**config.mk**
```make
export PLATFORM = sky130hd
export DESIGN_NAME = wptr_full
export DESIGN_NICKNAME = d
export VERILOG_FILES = /design/src/rtl/wptr_full.sv
export SDC_FILE = /design/constraint.sdc
export NUM_CORES = 1
export LEC_CHECK = 0
export BUFFER_PORTS_ARGS = -buffer_cell sky130_fd_sc_hd__buf_2
export CORE_MARGIN = 2
export CORE_UTILIZATION = 52
export CTS_BUF_LIST = sky130_fd_sc_hd__clkbuf_8 sky130_fd_sc_hd__clkbuf_16
export DETAILED_ROUTE_END_ITERATION = 6
export PLACE_DENSITY = 0.81
export SYNTH_ARGS = -nofsm -noshare
export SYNTH_HDL_FRONTEND = slang
export SYNTH_SLANG_ARGS = --single-unit
```
**constraint.sdc**
```tcl
create_clock -name w_clk -period 5.3 [get_ports w_clk]
set_input_delay 0.53 -clock w_clk [delete_from_list [all_inputs] [get_ports w_clk]]
set_output_delay 0.53 -clock w_clk [all_outputs]
set_load 0.1 [all_outputs]
```
**src/rtl/wptr_full.sv**
```systemverilog
// wptr_full: write-domain pointer and flag logic for an asynchronous FIFO.
//   Tracks the binary write pointer, publishes its Gray code to the read domain,
//   and derives full / almost-full / fill level against the synchronized read pointer.
//   Optional sticky overflow flag is enabled by defining WPTR_FULL_OVF_EN.
// Ports:
//   w_clk          write-domain clock
//   rst_n          asynchronous active-low reset
//   w_en           write request (accepted only when not full)
//   wsync_ptr2     Gray read pointer, already synchronized into w_clk
//   w_ovf_clr      clears the sticky overflow flag
//   waddr          storage RAM write address
//   wptr           registered Gray write pointer
//   w_full         FIFO full
//   w_almost_full  fill level >= AF_LEVEL
//   w_level        registered fill count, 0..DEPTH
//   w_ovf          sticky overflow flag (tied to 0 when WPTR_FULL_OVF_EN is undefined)
module wptr_full #(
   parameter int DEPTH    = 8,
   parameter int AF_LEVEL = DEPTH - 2,
   localparam int AW      = $clog2(DEPTH)
) (
   input  logic          w_clk,
   input  logic          rst_n,
   input  logic          w_en,
   input  logic [AW:0]   wsync_ptr2,
   input  logic          w_ovf_clr,
   output logic [AW-1:0] waddr,
   output logic [AW:0]   wptr,
   output logic          w_full,
   output logic          w_almost_full,
   output logic [AW:0]   w_level,
   output logic          w_ovf
);
   localparam logic [AW:0] AF = AF_LEVEL[AW:0];
   logic [AW:0] wbin, wbin_nx, wgray_nx, rbin, level_nx;
   logic        acc;
   // Gray-to-binary: each binary bit is the XOR of all Gray bits at or above it.
   for (genvar i = 0; i <= AW; i++) begin : g_rbin
      assign rbin[i] = ^(wsync_ptr2 >> i);
   end
   assign acc      = w_en & ~w_full;
   assign wbin_nx  = acc ? wbin + (AW+1)'(1) : wbin;
   assign wgray_nx = wbin_nx ^ (wbin_nx >> 1);
   assign level_nx = wbin_nx - rbin;
   assign waddr    = wbin[AW-1:0];
   always_ff @(posedge w_clk or negedge rst_n) begin
      if (!rst_n) begin
         wbin          <= '0;
         wptr          <= '0;
         w_full        <= 1'b0;
         w_almost_full <= 1'b0;
         w_level       <= '0;
      end else begin
         wbin          <= wbin_nx;
         wptr          <= wgray_nx;
         // Full when the write pointer is one lap ahead: top two Gray bits inverted.
         w_full        <= wgray_nx == {~wsync_ptr2[AW:AW-1], wsync_ptr2[AW-2:0]};
         w_almost_full <= level_nx >= AF;
         w_level       <= level_nx;
      end
   end
`ifdef WPTR_FULL_OVF_EN
   // A rejected write sets the flag; set takes priority over a simultaneous clear.
   always_ff @(posedge w_clk or negedge rst_n) begin
      if (!rst_n) w_ovf <= 1'b0;
      else if (w_en & w_full) w_ovf <= 1'b1;
      else if (w_ovf_clr) w_ovf <= 1'b0;
   end
`else
   logic unused_ovf_clr;
   assign unused_ovf_clr = w_ovf_clr;
   assign w_ovf          = 1'b0;
`endif
endmodule
```
==> impl_metrics.yaml <==
status:
  status: "finished, final reports clean"
global_route:
  top_usage_layer: "met2"
  grt_use_met2: 0.272
  grt_usage: 0.176
  antenna_found_initial: 0
  grt_max_degree: 14
  overflow: 0
  use_met1: 0.221
  grt_pass1_wl_um: 2210
  grt_pass1_vias: 493
  met3_usage: 0.0522
floorplanning:
  core.rowCount: 13
  io_pins: 22
  die_area_sq_mm: 0.00172
  fp.dieW_um: 41.5
  die_h_um: 41.5
  initial_core_util: 0.562
  core_sq_mm: 0.00130
logic_synthesis:
  mappedNetlistNets: 73
  synthAdderAreaFrac: 0.0959
  syn_inst: 60
  async_flop_share: 1.00
  synth-xor-area-share: 0.214
  muxShareOfSynthArea: 0.0462
  synth_top_area_cell: "dfrtp_1"
  yosys.area_share.simple: 0.0908
  ys_ff_latch: 13
  postSynthAreaPerCell_sq_um: 12.2
  synth_edf_count: 0
  yosys_warnings: 0
  yosysSeqAreaShare: 0.445
  synth_commonest_cells: "dfrtp_1, inv_1, xnor2_1"
  synth_compound_area_frac: 0.0462
  synth_area_leaders: "dfrtp_1, xnor2_1, ha_1"
  synthFlopType: "dfrtp_1"
  synth_most_common_cell: "dfrtp_1"
  ys_types: 23
  synth_top_area_share: 0.445
  synth_area_sq_um: 731
  synth_top_family_by_area: "XOR/XNOR gates"
sta:
  finalCriticalPeriod_ns: 2.50
  fin_ws_ns: 2.80
  setup_viol: 0
  finClkSkew_ns: 0.00122
  maxSlewViolCount: 0
  rsz0062_at_grt: "false"
  hold_viol: 0
  setup_tns_ns: 0
  fin_hold_ws_ns: 0.161
  fin_crit_sh: 0.471
  fmax_mhz: 400
cells_and_area:
  final_cell_area_sq_um: 882
  drive_gt1_frac: 0.329
  area_growth_pct: 20.7
  final_net_count: 96
  n_antenna_cell: 0
clock_network:
  postCtsHoldBufs: 0
  cts.sinks: 13
  clk_latency_ns: 0.24
  cts_resized: 0
  numCtsBuffers: 3
  clk_path_buf_depth: 2
  cts-root-buf: "clkbuf_8"
  postCtsSetupBuffers: 0
  ctsHtreeMaxLevel: 1
  cts_tree: "yes"
  cts.reportedPaths.clkPinSlew_ns: 0.05
worst_setup_path:
  cp.arrival_ns: 2.63
  rr_startpoint: "wbin[0]"
  critical_path_class: "reg2reg"
  rrSetupSlack_ns: 2.80
  cp.required_ns: 5.43
  path_max_fanout: 6
  setup.worst_path.start_class: "register"
  worst_setup_path_end_kind: "register"
  rr_worst_depth: 8
  regToRegEndpoint: "w_almost_full"
drt:
  wl_per_cell_um: 13.1
  totalWireLength_um: 1270
  route.detailed.drc: 0
  drt-initial-drc-count: 9
  ant_nets: 0
  dr.pass1.iters: 3
  viasPerCell: 4.97
  num_vias: 482
place:
  dpl.hpwl_um: 989
  placed_cell_area_sq_um: 837
  io_buffer_count: 19
  gp_congestion: 0.725
  dp_slack_ns: 2.72
job:
  cap_violations: 0
worst_hold_path:
  min_path_type: "in2async"
## layout make-up
type / count / area [sq um]
multi-input combinational: 37 / 364
timing repair buffer: 19 / 95.1
tap: 15 / 18.8
clock inverter: 1 / 3.75
sequential: 13 / 325
fill: 105 / 419
inverter: 9 / 33.8
clock buffer: 3 / 41.3
## routing by layer
metal / up-vias / wire (um)
met5: - / 0
met4: 0 / 22
met3: 2 / 38
met2: 16 / 598
met1: 231 / 614
li1: 233 / -
## placed cells by master, fill, tap and decap left out, types with 2 or more instances in the layout
cell	synthesis	routed
xnor3_1	2	2
a21o_1	2	2
clkbuf_8	0	3
buf_2	0	19
xnor2_1	6	6
mux2i_1	2	2
inv_1	9	10
ha_1	4	4
dfrtp_1	13	13
nand3b_1	2	2
xor2_1	3	3
nor2_1	4	4
## how the worst max path moves through the flow
| stage | from | to | slack [ns] | cells after the start |
|---|---|---|---|---|
| finish | wbin[0] | w_almost_full | 2.80 | 8 |
| global route | wbin[0] | w_almost_full | 2.65 | 8 |
| detailed placement | w_en | w_almost_full | 2.72 | 9 |
| floorplan | wbin[0] | w_almost_full | 2.40 | 8 |
| CTS | wbin[0] | w_almost_full | 2.80 | 8 |
| global placement | w_en | w_almost_full | 2.77 | 9 |
## worst max-delay path, cell delays in order, from the launching register on
cell	delay, ns
dfrtp_1	0.47
ha_1	0.36
mux2i_2	0.39
inv_1	0.14
ha_1	0.32
a21o_1	0.15
a21oi_1	0.15
xnor3_1	0.25
a21o_1	0.16
## registers in the layout, indices dropped and copies added (netlist names)
register,cells
w_level,4
wbin,4
wptr,3
w_almost_full,1
w_full,1
## cell families (layout without fill, tap and decap cells)
| logic type | after synthesis | after routing |
|---|---|---|
| AND/OR/NAND/NOR | 10 | 10 |
| other | 1 | 1 |
| AO/OA/AOI/OAI | 5 | 5 |
| flip-flops | 13 | 13 |
| adder cells (fa/ha/maj) | 5 | 5 |
| buffers and inverters | 10 | 32 |
| XOR/XNOR | 13 | 13 |
| multiplexers | 3 | 3 |
## stage by stage
stage | cells | utilization
after floorplan | 60 | -
after global placement | 93 | 0.643
after detailed placement | 93 | 0.643
after CTS | 97 | 0.678
after global routing | 97 | 0.678
final | 97 | 0.678
Power is not shown: default switching activity piles up to over one toggle a cycle in this logic, so the estimate is an artifact.
